===== config.mk =====
export PLATFORM = sky130hd
export DESIGN_NAME = instr_loader
export DESIGN_NICKNAME = d
export VERILOG_FILES = /design/src/rtl/instr_loader_pkg.sv /design/src/rtl/instr_loader_uart_rx.sv /design/src/rtl/instr_loader.sv
export SDC_FILE = /design/constraint.sdc
export NUM_CORES = 1
export LEC_CHECK = 0
export ABC_AREA = 1
export CAP_MARGIN = 20
export CORE_MARGIN = 2
export CORE_UTILIZATION = 48
export DETAILED_ROUTE_END_ITERATION = 12
export GPL_ROUTABILITY_DRIVEN = 0
export PLACE_DENSITY = 0.66
export SKIP_CTS_REPAIR_TIMING = 1
export SYNTH_ARGS = -nofsm -noshare
export SYNTH_HDL_FRONTEND = slang
export SYNTH_SLANG_ARGS = --single-unit

===== constraint.sdc =====
create_clock -name Sys_Clock -period 9.55 [get_ports Sys_Clock]
set_input_delay 0.955 -clock Sys_Clock [delete_from_list [all_inputs] [get_ports Sys_Clock]]
set_output_delay 0.955 -clock Sys_Clock [all_outputs]
set_load 0.01 [all_outputs]

===== src/rtl/instr_loader_pkg.sv =====
// Shared types and constants for the serial instruction-memory boot loader.
package instr_loader_pkg;

  localparam int HDR_W            = 16;  // big-endian word count field
  localparam int CSUM_W           = 8;   // XOR checksum byte
  localparam int DEF_CLKS_PER_BIT = 434; // 50 MHz / 115200 baud

  typedef enum logic [2:0] {
    S_IDLE   = 3'd0,
    S_HDR_HI = 3'd1,
    S_HDR_LO = 3'd2,
    S_DATA   = 3'd3,
    S_CHECK  = 3'd4,
    S_DONE   = 3'd5,
    S_ERROR  = 3'd6
  } state_t;

  typedef enum logic [1:0] {
    RX_IDLE  = 2'd0,
    RX_START = 2'd1,
    RX_DATA  = 2'd2,
    RX_STOP  = 2'd3
  } rx_state_t;

endpackage


===== src/rtl/instr_loader_uart_rx.sv =====
// 8N1 byte receiver: 2-FF synchronizer, mid-bit sampling, one-cycle valid/error pulses.
module uart_rx_byte
  import instr_loader_pkg::*;
#(
  parameter int CLKS_PER_BIT = DEF_CLKS_PER_BIT
) (
  input  logic       clk,
  input  logic       rst,
  input  logic       rx,
  output logic [7:0] byte_data,
  output logic       byte_valid,
  output logic       frame_err
);

  localparam int CW = (CLKS_PER_BIT > 2) ? $clog2(CLKS_PER_BIT) : 1;
  localparam logic [CW-1:0] LAST    = CW'(CLKS_PER_BIT - 1);
  localparam logic [CW-1:0] HALF_M1 = CW'(CLKS_PER_BIT / 2 - 1);

  rx_state_t      rs, rs_n;
  logic           sync1, rx_s, rx_prev;
  logic [CW-1:0]  cnt, cnt_n;
  logic [2:0]     bit_idx, bit_n;
  logic [7:0]     shreg, sh_n;

  // Line idles high, so the synchronizer resets high to avoid a false start.
  always_ff @(posedge clk or posedge rst) begin
    if (rst) begin
      sync1   <= 1'b1;
      rx_s    <= 1'b1;
      rx_prev <= 1'b1;
      rs      <= RX_IDLE;
      cnt     <= '0;
      bit_idx <= '0;
      shreg   <= '0;
    end else begin
      sync1   <= rx;
      rx_s    <= sync1;
      rx_prev <= rx_s;
      rs      <= rs_n;
      cnt     <= cnt_n;
      bit_idx <= bit_n;
      shreg   <= sh_n;
    end
  end

  always_comb begin
    rs_n       = rs;
    cnt_n      = cnt;
    bit_n      = bit_idx;
    sh_n       = shreg;
    byte_valid = 1'b0;
    frame_err  = 1'b0;
    case (rs)
      RX_IDLE: begin
        if (rx_prev && !rx_s) begin
          rs_n  = RX_START;
          cnt_n = '0;
        end
      end
      RX_START: begin
        // Re-check mid start bit; a high level here was only a glitch.
        if (cnt == HALF_M1) begin
          cnt_n = '0;
          bit_n = '0;
          rs_n  = rx_s ? RX_IDLE : RX_DATA;
        end else begin
          cnt_n = cnt + CW'(1);
        end
      end
      RX_DATA: begin
        if (cnt == LAST) begin
          cnt_n = '0;
          sh_n  = {rx_s, shreg[7:1]};
          bit_n = bit_idx + 3'd1;
          if (bit_idx == 3'd7) rs_n = RX_STOP;
        end else begin
          cnt_n = cnt + CW'(1);
        end
      end
      RX_STOP: begin
        if (cnt == LAST) begin
          cnt_n      = '0;
          rs_n       = RX_IDLE;
          byte_valid = rx_s;
          frame_err  = !rx_s;
        end else begin
          cnt_n = cnt + CW'(1);
        end
      end
      default: rs_n = RX_IDLE;
    endcase
  end

  assign byte_data = shreg;

endmodule


===== src/rtl/instr_loader.sv =====
// Boot loader: parses a framed UART image and writes it word by word into instruction memory.
module instr_loader
  import instr_loader_pkg::*;
#(
  parameter int ADDR_W       = 13,
  parameter int DATA_W       = 32,
  parameter int CLKS_PER_BIT = DEF_CLKS_PER_BIT
) (
  input  logic              Sys_Clock,
  input  logic              Reset,
  input  logic              Rx_Serial,
  input  logic              Load_Enable,
  output logic              Mem_Write,
  output logic [ADDR_W-1:0] Mem_Addr,
  output logic [DATA_W-1:0] Mem_Data,
  output logic              Cpu_Hold,
  output logic              Load_Done,
  output logic              Load_Err,
  output logic [ADDR_W:0]   Word_Count
);

  localparam int MAX_WORDS = 1 << ADDR_W;
  localparam logic [ADDR_W:0] WC_ONE = 1;

  state_t              state, state_n;
  logic [7:0]          byte_data;
  logic                byte_valid, frame_err;
  logic [HDR_W-1:0]    n_words, hdr_n;
  logic [CSUM_W-1:0]   csum;
  logic [1:0]          byte_cnt;
  logic [DATA_W-9:0]   word_sh;
  logic [ADDR_W:0]     wc_inc;
  logic                word_done;

  uart_rx_byte #(.CLKS_PER_BIT(CLKS_PER_BIT)) u_rx (
    .clk        (Sys_Clock),
    .rst        (Reset),
    .rx         (Rx_Serial),
    .byte_data  (byte_data),
    .byte_valid (byte_valid),
    .frame_err  (frame_err)
  );

  assign hdr_n     = {n_words[HDR_W-1:8], byte_data};
  assign wc_inc    = Word_Count + WC_ONE;
  assign word_done = (state == S_DATA) && byte_valid && (byte_cnt == 2'd3);

  always_comb begin
    state_n = state;
    case (state)
      S_IDLE:   if (Load_Enable) state_n = S_HDR_HI;
      S_HDR_HI: begin
        if (frame_err)       state_n = S_ERROR;
        else if (byte_valid) state_n = S_HDR_LO;
      end
      S_HDR_LO: begin
        if (frame_err) state_n = S_ERROR;
        else if (byte_valid)
          state_n = (hdr_n == '0 || int'(hdr_n) > MAX_WORDS) ? S_ERROR : S_DATA;
      end
      S_DATA: begin
        if (frame_err) state_n = S_ERROR;
        else if (word_done && HDR_W'(wc_inc) == n_words) state_n = S_CHECK;
      end
      S_CHECK: begin
        if (frame_err) state_n = S_ERROR;
        else if (byte_valid) state_n = (byte_data == csum) ? S_DONE : S_ERROR;
      end
      S_DONE, S_ERROR: if (!Load_Enable) state_n = S_IDLE;
      default: state_n = S_IDLE;
    endcase
  end

  always_ff @(posedge Sys_Clock or posedge Reset) begin
    if (Reset) begin
      state      <= S_IDLE;
      Mem_Write  <= 1'b0;
      Mem_Addr   <= '0;
      Mem_Data   <= '0;
      Cpu_Hold   <= 1'b0;
      Load_Done  <= 1'b0;
      Load_Err   <= 1'b0;
      Word_Count <= '0;
      n_words    <= '0;
      csum       <= '0;
      byte_cnt   <= '0;
      word_sh    <= '0;
    end else begin
      state     <= state_n;
      Mem_Write <= 1'b0;
      if (state == S_IDLE && state_n == S_HDR_HI) begin
        Cpu_Hold   <= 1'b1;
        Word_Count <= '0;
        csum       <= '0;
        byte_cnt   <= '0;
        Load_Done  <= 1'b0;
        Load_Err   <= 1'b0;
      end
      if (state == S_HDR_HI && byte_valid) n_words[HDR_W-1:8] <= byte_data;
      if (state == S_HDR_LO && byte_valid) n_words <= hdr_n;
      // Assemble in a side register so Mem_Data only changes when a word completes.
      if (state == S_DATA && byte_valid) begin
        csum     <= csum ^ byte_data;
        byte_cnt <= byte_cnt + 2'd1;
        word_sh  <= {word_sh[DATA_W-17:0], byte_data};
        if (word_done) begin
          Mem_Write  <= 1'b1;
          Mem_Addr   <= Word_Count[ADDR_W-1:0];
          Mem_Data   <= {word_sh, byte_data};
          Word_Count <= wc_inc;
        end
      end
      if (state_n == S_DONE && state != S_DONE) begin
        Load_Done <= 1'b1;
        Cpu_Hold  <= 1'b0;
      end
      // Cpu_Hold is left set so a corrupt image never runs.
      if (state_n == S_ERROR && state != S_ERROR) Load_Err <= 1'b1;
    end
  end

endmodule


### Word level (Yosys, flattened, before mapping)

Cells that the tools add are included.

* add/subtract/negate cells: 4
* order comparisons: 1
* equal/unequal tests: 25
* mux-type cells: 45
* bitwise operators: 2
* reduce and logical (&&, ||, !) cells: 25

Operator list (count)
* $mux 14: 3
* $mux 3: 13
* $mux 9: 3
* $pmux 9 s3: 1
* $eq 3x3->1 const B: 6
* $mux 2: 9
* $pmux 3 s6: 1
* $eq 14x16->1: 1
* $gt 16x14->1 const B: 1
* $logic_not 16->1: 1
* $mux 8: 2
* $add 14x1->14 const B: 1
* $mux 1: 11
* $ne 2x1->1 const B: 5
* $add 9x1->9 const B: 1
* $eq 9x8->1 const B: 1
* $eq 9x9->1 const B: 1
* $logic_and 1x1->1: 9
* $eq 8x8->1: 1
* $pmux 2 s4: 1
* $reduce_bool 2->1: 4
* $xor 8x8->8: 1
* $eq 2x2->1 const B: 3
* $eq 3x1->1 const B: 2
* 15 further kinds: 20

* bits in registers: 141
* input port bits: 4
* output and inout bits: 63
* word-level logic and storage cells: 122

### Depth between registers and ports, before layout

* depth after elaboration: 14
* mapped depth: 17
* mapped depth without buffers: 17

### Modules after synthesis

A second synthesis with hierarchy kept.

* cell total of the unflattened synthesis: 761
* area total of the unflattened synthesis: 6434.9 um^2

By module, submodules not included
* instr_loader: times used 1, cells an instance 610, area an instance 5181.2 um^2, sequential area each 2902.8 um^2
* uart_rx_byte: times used 1, cells an instance 151, area an instance 1253.7 um^2, sequential area each 629.4 um^2

### Worst setup path after synthesis

No wires, ideal clock.

* path type: register to register
* from: reg Word_Count[0]
* to: reg Load_Err
* library setup time: 0.117 ns
* arrival: 1.757 ns
* data required time: 9.433 ns
* path slack: 7.677 ns
* cell stages (with the launch flop): 17
* buffers on the path: 0
* clock period less this slack: 1.873 ns
* cell sequence: dfrtp_1 -> ha_1 -> nand2_1 -> nor2_4 -> nand2_1 -> nand2_1 -> nand2_1 -> nand2_1 -> nand2_1 -> a21oi_1 -> nand2_1 -> nor2_1 -> nand2_1 -> nand2_1 -> nand2_1 -> nand3_2 -> nand2_1

* longest elaborated chain between the ends: 9
* elaborated cells on any way between the ends: 12
* classes of those cells: add/sub (1); eq/ne (3); mux (4); reduce/logical (4)

RTL lines
* from (decl): line instr_loader.sv:19 `output logic [ADDR_W:0] Word_Count`
* from (signal assigned): line instr_loader.sv:110 `Word_Count <= wc_inc;`
* $add 14x1->14 (*): line instr_loader.sv:45 `assign wc_inc = Word_Count + WC_ONE;`
* $eq 14x16->1 (*): line instr_loader.sv:63 `else if (word_done && HDR_W'(wc_inc) == n_words) state_n = S_CHECK;`
* $logic_and 1x1->1 (*): line instr_loader.sv:63
* $mux 3 (*): line instr_loader.sv:63
* $mux 3 (*): line instr_loader.sv:62 `if (frame_err) state_n = S_ERROR;`
* $pmux 3 s6 (*): line instr_loader.sv:50 `case (state)`
* $eq 3x3->1 or $eq 3x1->1 (tied branches): line instr_loader.sv:118, instr_loader.sv:91
* $logic_and 1x1->1, on equally long branches: line instr_loader.sv:118, instr_loader.sv:91
* $mux 1 or $reduce_bool 2->1 (tied branches)
* to (signal assigned): line instr_loader.sv:82 `Load_Err <= 1'b0;`
* to (signal assigned): line instr_loader.sv:97 `Load_Err <= 1'b0;`
* to (signal assigned): line instr_loader.sv:118 `if (state_n == S_ERROR && state != S_ERROR) Load_Err <= 1'b1;`
* to (decl): line instr_loader.sv:18 `output logic Load_Err,`

Every way passes the cells marked *; elsewhere a longest branch is shown, timed or not.
A chain may end at the register's enable or synchronous reset.

### Worst setup path after layout

* from: reg u_rx.cnt[1]
* to: reg Mem_Data[11]

* longest elaborated chain between the ends: 6

RTL lines
* from (decl): line instr_loader_uart_rx.sv:21 `logic [CW-1:0] cnt, cnt_n;`
* from (signal assigned): line instr_loader_uart_rx.sv:40 `cnt <= cnt_n;`
* $eq 9x9->1 (*): line instr_loader_uart_rx.sv:81 `if (cnt == LAST) begin`
* $mux 1 (*): line instr_loader_uart_rx.sv:81
* $mux 1 (*): line instr_loader_uart_rx.sv:53 `case (rs)`
* $logic_and 1x1->1 (*): line instr_loader.sv:46, instr_loader.sv:102
* $logic_and 1x1->1: line instr_loader.sv:46 `assign word_done = (state == S_DATA) && byte_valid && (byte_cnt == 2'd3);`
* $reduce_and 2->1 (no line) (*)
* to (signal assigned): line instr_loader.sv:109 `Mem_Data <= {word_sh, byte_data};`
* to (decl): line instr_loader.sv:15 `output logic [DATA_W-1:0] Mem_Data,`

Marked as above.

==> summary.md <==
| Metric | Value |
|---|---|
| GR Overflow Total | 0 |
| Leak Pwr | 4.17 nW |
| Layout area overhead | 21.1% |
| Synth async-reset ratio | 100% |
| Antenna diodes | 0 |
| Vias in the first global route | 5115 |
| DRT Pass-1 Iters | 5 |
| Register area share after synthesis | 53.3% |
| CP max stage delay | 1010 ps |
| Clock period minus final worst setup slack | 3750 ps |
| WHS | 355 ps |
| Final nets | 872 |
| FP Rows | 42 |
| Peak Freq | 266 MHz |
| Die X | 121 um |
| Max Fanout on Critical Path | 59 |
| Pwr/cell area | 173 nW/um^2 |
| Number of I/O pins | 67 |
| CP endpoint kind | flop |
| CP required | 9860 ps |
| Setup tns final | 0 ps |
| Max IR drop VDD | 0.111 mV |
| Number of port buffers | 66 |
| Drt initial violations | 395 |
| Share of layout cells above drive strength 1 | 6.08% |
| Clock skew | 5.99 ps |
| Finished Layout Cells | 1048 |
| Syn Nets | 810 |
| Tcrit/Tclk final | 39.3% |
| CORE AREA | 13300 um^2 |
| Latest clock arrival within the worst-skew pair | 410 ps |
| Critical path class | reg -> reg |
| Final WL | 15100 um |
| Synthesized area | 6620 um^2 |
| Slew HR | 35.2% |
| Worst-margin pin slew | 970 ps |
| Most frequent cells after synthesis | nand2_1, dfrtp_1, inv_1 |
| Drt via density | 5.15 |
| Routed len/inst | 14.4 um |
| Synth cell types | 34 |
| Mapped Cells | 799 |
| Clock root buffer | clkbuf_16 |
| Max clock buf depth | 2 |
| TritonCTS clock tree | yes |
| # H-tree levels | 4 |
| DP Area | 7410 um^2 |
| Global-route wire length before repair | 25000 um |
| Post-synth top flop | dfrtp_1 |
| Synth Register Bits | 141 |
| Slowest CP cell | nor2_4 |
| Die area | 14800 um^2 |
| Post-DP HPWL | 10600 um |
| Cts bufs inserted | 17 |
| CTS sink count | 141 |
| Post-synth EDFFs | 0 |
| Data arrival, critical path | 4060 ps |
| Max Cap Viol | 0 |
| Outcome | completed |
| Die Y | 121 um |
| Largest net degree at the start of global routing | 76 |
| Most numerous cell in the Yosys netlist | nand2_1 |
| Initial Utilization | 49.6% |
| Initial antenna violation count | 0 |
| CP startpoint kind | flop |
| Clock-pin slew on the worst setup and hold paths | 60 ps |
| Synth Area per Inst | 8.29 um^2 |
| Post-DRT Antenna Nets | 0 |
| Vias | 5398 |
| Placed cells | 1018 |
| Synth area leaders | dfrtp_1, nand2_1, o21ai_0 |
| RSZ-0062 raised after global routing | false |
| Yosys top cell by area | dfrtp_1 |
| Warnings from Yosys | 0 |
| Residual DRC | 0 |
| Post-route cell area | 8020 um^2 |
| Final Setup Violations | 0 |
| Critical-path cell list | inv_1 > ha_1 > nand2_1 > nor2_1 > nand4_4 > nor2_4 > inv_2 > o21ai_0 |
| Final Max Tran Viols | 0 |
| Final count of hold timing violations | 0 |
| Tot GR Track Use | 21.7% |
| Top-area cell type share of the netlist area | 52.2% |
| Worst Hold Class | reg -> reg |
critical path: cells and delay by family (launching register included):
family,cells,cell delay (ps)
and+or+nand+nor,4,1880
buffers and inverters,2,710
AOI/OAI and AO/OA,1,410
DFF,1,390
adders and majority gates,1,170
final cells by class:
class	instances	area [um^2]
clock buffers	21	470
flip-flops and latches	141	3530
fillers	1170	5330
multi-input cells	502	2490
repair buffers	67	668
inverters	132	500
well taps	176	220
clock inverters	9	136
metrics by stage:
step                power (mW)  util (%)  setup slack [ps]
floorplan                0.699         -              4820
global placement         0.719      55.5              5950
detailed placement       0.723      55.5              5860
CTS                       1.40      60.1              5720
global route              1.44      60.1              5280
finish                    1.39      60.1              5800
sequential cells by signal, indices dropped and copies added (netlist names), 8 cells and up, named ones only:
register,cells
Mem_Data,32
u_rx.byte_data,8
Word_Count,14
n_words,16
Mem_Addr,13
u_rx.cnt,9
word_sh,24
csum,8
kinds of logic (layout without fill, tap and decap cells):
group	count (synthesis)	in the layout	share of synthesized area, %
and+or+nand+nor	336	336	21.8
buffers and inverters	156	229	9.01
DFF	141	141	53.3
AOI/OAI and AO/OA	135	135	10.8
xor gates and xnor gates	20	20	3.06
adders and majority gates	7	7	1.32
muxes	4	4	0.605
per-layer routing:
layer	track usage [%]	wire [um]	up-vias
met2	32.8	6970	144
met5	0	0	-
met4	7.76	263	0
met3	4.79	737	22
li1	-	-	2676
met1	30.8	7150	2556
power breakdown:
group	total, mW	switching, mW	internal (mW)	leakage [nW]
registers	0.628	0.0166	0.611	1.95
clock network	0.676	0.246	0.430	0.292
logic	0.0829	0.0552	0.0277	1.93
total	1.39	0.318	1.07	4.17
final timing paths:
path                       cells past startpoint         from                end  slack, ps
min in group asynchronous                      2        Reset  u_rx.byte_data[2]        990
max                                            8  u_rx.cnt[1]       Mem_Data[11]       5800
min                                            0   u_rx.sync1          u_rx.rx_s        350
max in group asynchronous                      3        Reset        Mem_Addr[7]       7180
min reg2reg                                    0   u_rx.sync1          u_rx.rx_s        350
max reg2reg                                    8  u_rx.cnt[1]       Mem_Data[11]       5800
cells in the final DEF (no fill, tap or decap), types with 6 or more instances in the layout:
| master | count |
|---|---|
| o21ai_0 | 103 |
| xor2_1 | 12 |
| nor2_1 | 37 |
| nor3_1 | 9 |
| xnor2_1 | 6 |
| inv_1 | 121 |
| inv_2 | 9 |
| dfrtp_1 | 138 |
| clkdlybuf4s50_1 | 66 |
| o22ai_1 | 18 |
| clkbuf_16 | 17 |
| nand2_1 | 214 |
| nand3_1 | 49 |
| nand4_1 | 12 |
| ha_1 | 7 |
Power figures use the tool's default switching activity.
